**src/rtl/mux_scan_sel_if.sv**
```systemverilog
// Bus bundle for mux_scan_sel: source side (data, selects, enables, mode,
// start) and the registered output side with its valid/ready handshake.
//   en_n       CH          per-channel enable, active-low
//   mode       1           0 = direct select, 1 = auto-scan
//   sel        SEL_W       input index used in direct mode
//   start      1           scan start pulse
//   din        CH*NIN*W    channel c, input i at [(c*NIN+i)*W +: W]
//   dout       CH*W        registered selected word, channel c at [c*W +: W]
//   dout_valid 1           dout/dout_idx hold a valid word
//   dout_ready 1           sink accepts the word
//   dout_idx   SEL_W       input index dout was taken from
//   busy       1           scan in progress
// The slave modport is the selector's view; master is the driver/sink view.
interface mux_scan_sel_if #(
  parameter int CH    = 2,
  parameter int SEL_W = 2,
  parameter int W     = 1
) ();
  localparam int NIN = 1 << SEL_W;

  logic [CH-1:0]       en_n;
  logic                mode;
  logic [SEL_W-1:0]    sel;
  logic                start;
  logic [CH*NIN*W-1:0] din;
  logic [CH*W-1:0]     dout;
  logic                dout_valid;
  logic                dout_ready;
  logic [SEL_W-1:0]    dout_idx;
  logic                busy;

  modport master (
    output en_n, mode, sel, start, din, dout_ready,
    input  dout, dout_valid, dout_idx, busy
  );

  modport slave (
    input  en_n, mode, sel, start, din, dout_ready,
    output dout, dout_valid, dout_idx, busy
  );
endinterface

```
**src/rtl/mux_scan_sel.sv**
```systemverilog
// mux_scan_sel: CH independent N:1 selectors (N = 2**SEL_W, W bits each)
// with a shared registered output stage and valid/ready handshake.
// In direct mode every accepted cycle loads the word chosen by sel; in
// auto-scan mode a start pulse walks indices 0..N-1, one word per index.
// Ports:
//   clk  rising-edge clock
//   rst  synchronous active-high reset
//   bus  mux_scan_sel_if slave modport (see interface for signal list)
// All outputs come straight from registers.
module mux_scan_sel #(
  parameter int CH    = 2,
  parameter int SEL_W = 2,
  parameter int W     = 1
) (
  input  logic           clk,
  input  logic           rst,
  mux_scan_sel_if.slave  bus
);
  localparam int NIN = 1 << SEL_W;

  typedef enum logic {IDLE, SCAN} state_t;

  state_t           state_q, state_d;
  logic [SEL_W-1:0] cnt_q, cnt_d;
  logic [CH*W-1:0]  dout_q, dout_d;
  logic             valid_q, valid_d;
  logic [SEL_W-1:0] idx_q, idx_d;

  logic             avail;
  logic             load;
  logic [SEL_W-1:0] curIdx;

  always_ff @(posedge clk) begin
    if (rst) begin
      state_q <= IDLE;
      cnt_q   <= '0;
      dout_q  <= '0;
      valid_q <= 1'b0;
      idx_q   <= '0;
    end else begin
      state_q <= state_d;
      cnt_q   <= cnt_d;
      dout_q  <= dout_d;
      valid_q <= valid_d;
      idx_q   <= idx_d;
    end
  end

  always_comb begin
    state_d = state_q;
    cnt_d   = cnt_q;
    dout_d  = dout_q;
    valid_d = valid_q;
    idx_d   = idx_q;

    // In IDLE with mode=1 nothing is selectable; a start pulse there only
    // arms the scan, and the first scan word loads on the following edge.
    avail  = (state_q == SCAN) || ((state_q == IDLE) && !bus.mode);
    load   = avail && (!valid_q || bus.dout_ready);
    curIdx = (state_q == SCAN) ? cnt_q : bus.sel;

    if (load) begin
      // Disabled channels still emit a (zero) word so all channels stay
      // aligned to dout_idx.
      for (int c = 0; c < CH; c++) begin
        dout_d[c*W +: W] = bus.en_n[c] ? '0
                         : bus.din[(c*NIN + int'(curIdx))*W +: W];
      end
      idx_d   = curIdx;
      valid_d = 1'b1;
      if (state_q == SCAN) begin
        // The counter is all ones on the last index, so the increment wraps
        // it back to zero exactly when the scan completes.
        cnt_d = cnt_q + 1'b1;
        if (cnt_q == '1) begin
          state_d = IDLE;
        end
      end
    end else if (bus.dout_ready) begin
      valid_d = 1'b0;
    end

    if ((state_q == IDLE) && bus.start && bus.mode) begin
      state_d = SCAN;
      cnt_d   = '0;
    end
  end

  assign bus.dout       = dout_q;
  assign bus.dout_valid = valid_q;
  assign bus.dout_idx   = idx_q;
  assign bus.busy       = (state_q == SCAN);
endmodule
```
**src/flat_wrapper.sv**
```systemverilog
// flat-port wrapper written by rule: the top's interface ports become plain ports
module mux_scan_sel_flat 
#(
  parameter int CH    = 2,
  parameter int SEL_W = 2,
  parameter int W     = 1
)
  (clk, rst, bus_en_n, bus_mode, bus_sel, bus_start, bus_din, bus_dout_ready, bus_dout, bus_dout_valid, bus_dout_idx, bus_busy);
  mux_scan_sel_if #(.CH(CH), .SEL_W(SEL_W), .W(W)) bus_i ();
  input  logic clk;
  input  logic rst;
  input wire logic [$bits(bus_i.en_n)-1:0] bus_en_n;
  input wire logic [$bits(bus_i.mode)-1:0] bus_mode;
  input wire logic [$bits(bus_i.sel)-1:0] bus_sel;
  input wire logic [$bits(bus_i.start)-1:0] bus_start;
  input wire logic [$bits(bus_i.din)-1:0] bus_din;
  input wire logic [$bits(bus_i.dout_ready)-1:0] bus_dout_ready;
  output wire logic [$bits(bus_i.dout)-1:0] bus_dout;
  output wire logic [$bits(bus_i.dout_valid)-1:0] bus_dout_valid;
  output wire logic [$bits(bus_i.dout_idx)-1:0] bus_dout_idx;
  output wire logic [$bits(bus_i.busy)-1:0] bus_busy;
  assign bus_i.en_n = bus_en_n;
  assign bus_i.mode = bus_mode;
  assign bus_i.sel = bus_sel;
  assign bus_i.start = bus_start;
  assign bus_i.din = bus_din;
  assign bus_i.dout_ready = bus_dout_ready;
  assign bus_dout = bus_i.dout;
  assign bus_dout_valid = bus_i.dout_valid;
  assign bus_dout_idx = bus_i.dout_idx;
  assign bus_busy = bus_i.busy;
  mux_scan_sel #(.CH(CH), .SEL_W(SEL_W), .W(W)) u_core (.clk(clk), .rst(rst), .bus(bus_i));
endmodule
```
**config.mk**
```make
export PLATFORM = sky130hd
export DESIGN_NAME = mux_scan_sel_flat
export DESIGN_NICKNAME = d
export VERILOG_FILES = /design/src/rtl/mux_scan_sel_if.sv /design/src/rtl/mux_scan_sel.sv /design/src/flat_wrapper.sv
export SDC_FILE = /design/constraint.sdc
export NUM_CORES = 1
export LEC_CHECK = 0
export BUFFER_PORTS_ARGS = -buffer_cell sky130_fd_sc_hd__buf_2
export CAP_MARGIN = 20
export CORE_MARGIN = 4
export CORE_UTILIZATION = 36
export DETAILED_ROUTE_END_ITERATION = 8
export SETUP_SLACK_MARGIN = 0.3
export SYNTH_ARGS = -nofsm -noshare
export SYNTH_HDL_FRONTEND = slang
export SYNTH_SLANG_ARGS = --single-unit
export TNS_END_PERCENT = 30
```
**constraint.sdc**
```tcl
create_clock -name clk -period 3.01 [get_ports clk]
set_clock_uncertainty 0.15 [all_clocks]
set_input_delay 0.1505 -clock clk [delete_from_list [all_inputs] [get_ports clk]]
set_output_delay 0.1505 -clock clk [all_outputs]
set_load 0.02 [all_outputs]
```
# Yosys cells after proc, flatten, opt, wreduce, memory -nomap -nowiden
# Index checks and enable logic that the tools add are counted.
# word_totals
reg_bits	8
latch_bits	0
ram_bits	0
romBits	0
in_bits	17
elab_cells	32
mem_count	0
# op_classes
addsub	2
n_mul	0
div	0
magnitude_cmp	0
n_eq_ne	1
shifts	2
n_mux	9
n_bitwise	1
n_reduce_logical	12
# ops
cell	count
indexed part select 8 x 32 -> 1 bit	1
two-way mux 1 bit	8
indexed part select 8 x 3 -> 1 bit	1
adder 3 x 2 -> 4 bit (first input constant)	1
logical AND 1 bit	4
nonzero test 2 bit	2
adder 2 x 1 -> 2 bit (second input constant)	1
equality test 2 bit (second input constant)	1
zero test 1 bit	2
logical OR 1 bit	2
two-way mux 2 bit	1
AND reduction 2 bit	1
OR reduction 2 bit	1
inverter 1 bit	1

# Longest topological paths before layout
# depth
depth_word	6
mapped_depth	5
depth_no_buf	4

# Least setup slack after synthesis
# Ideal clock, no wire load.
# synth_timing
path_type	register to register
start	register u_core.state_q, in the netlist u_core.bus.busy
end	register u_core.dout_q[0], in the netlist u_core.bus.dout[0]
setup_time_ns	0.058
arrival_ns	1.237
t_required_ns	2.802
path_slack_ns	1.565
path_stages_with_launch	6
n_path_buf	1
synth_period_minus_slack_ns	1.445
path_cell_list	dfxtp_1 > buf_6 > nor2b_4 > or3_1 > a21oi_1 > o21a_1
# synth_between
elab_chain_len	4
word_cells_on_any_way	7
cone_classes	shift (1); mux (2); bitwise (1); reduce/logical (3)
# synth_lines
element	line	source
start: declaration	mux_scan_sel.sv:23	state_t state_q, state_d;
start signal: assignment	mux_scan_sel.sv:41	state_q <= state_d;
branches (longest 4 deep; another with indexed part select 8 x 3 -> 1 bit)	n/a	
end signal: assignment	mux_scan_sel.sv:43	dout_q <= dout_d;
end: declaration	mux_scan_sel.sv:25	logic [CH*W-1:0] dout_q, dout_d;
# Several ways; the timed one is not identified.
# A chain may end at the register's enable or synchronous reset.

# Final worst setup path
# layout_timing
start	register u_core.state_q, in the netlist u_core.bus.busy
end	register u_core.dout_q[1], in the netlist u_core.bus.dout[1]
# layout_between
elab_chain_len	4
word_cells_on_any_way	8
cone_classes	add/sub (1); shift (1); mux (2); bitwise (1); reduce/logical (3)
# layout_lines
element	line
two-way mux 2 bit / inverter 1 bit (equally long branches)	mux_scan_sel.sv:60, mux_scan_sel.sv:58
adder 3 x 2 -> 4 bit / logical AND 1 bit (equally long branches)	mux_scan_sel.sv:67, mux_scan_sel.sv:58
indexed part select 8 x 32 -> 1 bit / logical OR 1 bit (equally long branches)	mux_scan_sel.sv:67, mux_scan_sel.sv:58
two-way mux 1 bit / logical AND 1 bit (equally long branches)	mux_scan_sel.sv:66, mux_scan_sel.sv:59
# Parallel ways exist; a longest one is shown, timed or not.

==> results.py <==
metrics = {
    "outcome": {
        "status": "finished clean",
    },
    "clock_tree": {
        "cts_root_buf": "clkbuf_4",
        "clk_latency_ns": 0.25,
        "post_cts_buffers": 0,
        "cts_tree": "built",
        "clk_pin_slew_ns": 0.06,
        "cts_resized": 0,
        "cts_buffers": 3,
        "htree_levels": 1,
        "clock_tree.buffer_depth": 2,
        "cts_num_sinks": 8,
        "cts_hold_buf": 1,
    },
    "timing": {
        "setup_slack_ns": 1.410,
        "setup_violations": 0,
        "drv_slew": 0,
        "slew-limit-headroom_pct": 68.21,
        "fmax_ghz": 0.6250,
        "fin_crit_sh_pct": 53.15,
        "hold_viol": 0,
        "rsz0062_at_grt": "no",
        "tns_ns": 0,
        "timing.final.crit_period_ns": 1.600,
        "worst_pin_slew_ns": 0.4762,
    },
    "synthesis": {
        "synthesis.area_sq_um": 483.0,
        "synth.avg_cell_area_sq_um": 8.186,
        "seq_area_frac_synth_pct": 33.16,
        "ys_types": 22,
        "ys_seq_elements": 8,
        "syn-num-nets": 77,
        "synthCells": 59,
        "yosysWarnings": 0,
    },
    "global_route": {
        "antenna_found_initial": 0,
        "globalRouteTotalUtil_pct": 14.18,
        "grt_pass1_wl_um": 2042,
        "overflow": 0,
        "grt_max_degree": 14,
        "grt_pass1_vias": 487,
    },
    "setup_path": {
        "worst_setup_path_start_kind": "flop",
        "cp_data_arrival_time_ns": 1.61,
        "worst_ep_required_time_ns": 3.02,
        "cpMaxStageDelayCell": "dfxtp_1",
        "ff2ff_path_depth": 4,
        "cp_max_fo": 13,
        "slowest_delay_ns": 0.61,
        "crit_type": "reg -> reg",
        "worstSetupEndpointType": "flop",
        "crit_chain": "mux2_2, nand2_1, a221oi_1, o21a_1",
    },
    "layout": {
        "nets": 104,
        "n_fill_cell": 133,
        "drive_above_1_share_pct": 32.14,
        "layout.cells.non_filler": 98,
        "area_delta_synth_final_pct": 30.83,
        "antenna_cells": 0,
        "utilization_pct": 53.27,
    },
    "die": {
        "dieArea_sq_um": 1991,
        "initial_utilization_pct": 40.72,
        "row_count": 12,
        "chipHeight_um": 44.63,
        "die_w_um": 44.63,
        "core_sq_um": 1186,
        "io_pins": 23,
    },
    "detailed_routing": {
        "drt_iter0_markers": 6,
        "wl_per_cell_um": 12.60,
        "drt-total-wl_um": 1235,
        "first_pass_iters": 4,
        "ant_nets": 0,
        "drcViolationCount": 0,
        "vias": 515,
        "viasPerCell": 5.255,
    },
    "place": {
        "portBuffers": 22,
        "dp_hpwl_um": 975.2,
        "gp_congestion": 0.7326,
        "placed_cells": 94,
        "dp_slack_ns": 1.418,
    },
    "pwr": {
        "power_density_nw_per_um2": 434.8,
        "peakVddDrop_uv": 232.8,
        "leakage_uw": 0.0002894,
        "p_total_uw": 274.7,
    },
    "hold_path": {
        "whs_path_depth": 3,
        "hp-class": "in -> reg",
    },
    "run": {
        "drv_cap": 0,
    },
}
## synthesized netlist by cell type
| master | n | area share, % |
|---|---|---|
| a211oi_1 | 3 | 4.7 |
| a21o_1 | 1 | 1.6 |
| a21oi_1 | 5 | 5.2 |
| a221oi_1 | 2 | 3.6 |
| a311oi_1 | 2 | 3.6 |
| and2b_1 | 1 | 1.6 |
| buf_6 | 1 | 2.3 |
| dfxtp_1 | 8 | 33 |
| ha_1 | 1 | 2.6 |
| mux2_2 | 1 | 2.3 |
| mux2i_1 | 1 | 2.1 |
| nand2_1 | 9 | 7.0 |
| nand2b_1 | 2 | 2.6 |
| nand3_1 | 1 | 1.0 |
| nor2_1 | 4 | 3.1 |
| nor2b_1 | 5 | 6.5 |
| nor2b_4 | 1 | 2.8 |
| o21a_1 | 2 | 3.1 |
| o21ai_0 | 4 | 4.1 |
| o22ai_1 | 2 | 2.6 |
| or3_1 | 2 | 2.6 |
| xor2_1 | 1 | 1.8 |
## flip-flops by register name, summed over array words and instances (netlist names)
signal and flops:
u_core.bus.dout 2, u_core.bus.dout_idx 2, u_core.bus.busy 1, u_core.bus.dout_valid 1
u_core.cnt_q 2
## cells in the final DEF, fill, tap and decap left out, types with 3 or more instances in the layout
master    Yosys  routed
a21oi_1       5       5
nor2_1        4       4
o21ai_0       4       4
nand2_1       9       9
buf_2         0      22
dfxtp_1       8       8
nor2b_1       5       5
a211oi_1      3       3
clkbuf_4      0       3
## cells by family after synthesis
family / after synthesis / synth area share, %
xor gates and xnor gates: 1 / 1.814
DFF: 8 / 33.16
buffers and inverters: 1 / 2.331
AOI/OAI and AO/OA: 21 / 28.50
muxes: 2 / 4.404
adders and majority gates: 1 / 2.590
and+or+nand+nor: 25 / 27.20
## per-layer routing
layer  vias up  routed length, um  global-route usage [%]
li1        269                  -                       -
met1       226                532                   15.83
met2        18                571                   23.50
met3         2                115                   6.098
met4         0                 14                   5.422
met5         -                  0                       0
## final cells by class
class / instances / area, sq um / area share, %
flip-flops and latches: 8 / 160.2 / 25.35
multi-input cells: 50 / 311.5 / 49.31
well taps: 14 / 17.52 / 2.772
repair buffers: 23 / 120.1 / 19.01
clock buffers: 3 / 22.52 / 3.564
## power by group
group | switching [uW] | internal (uW)
Clock | 41.7 | 46.0
Combinational | 34.7 | 31.2
Sequential | 7.92 | 113
## final timing paths
path / to / start / slack, ns
worst max-delay path: u_core.bus.dout[1] / u_core.bus.busy / 1.41
worst min-delay path: u_core.cnt_q[1] / bus_start / 0.06
worst max register to register: u_core.bus.dout[1] / u_core.bus.busy / 1.41
worst min register to register: u_core.bus.dout_idx[1] / u_core.bus.dout_idx[1] / 0.34
## worst max-delay path: cells and delay by family (launching register included)
kind | cells | cell delay [ns]
DFF | 1 | 0.61
and+or+nand+nor | 1 | 0.07
muxes | 1 | 0.40
AOI/OAI and AO/OA | 2 | 0.27
## stage by stage
stage / hold slack, ns / cell area (sq um)
6_report: 0.05667 / 631.9
5_1_grt: 0.05017 / 631.9
4_1_cts: 0.04766 / 631.9
3_5_place_dp: 0.2736 / 599.3
3_3_place_gp: 0.2847 / 599.3
2_1_floorplan: 0.06957 / 483.0
Power figures use the tool's default switching activity.
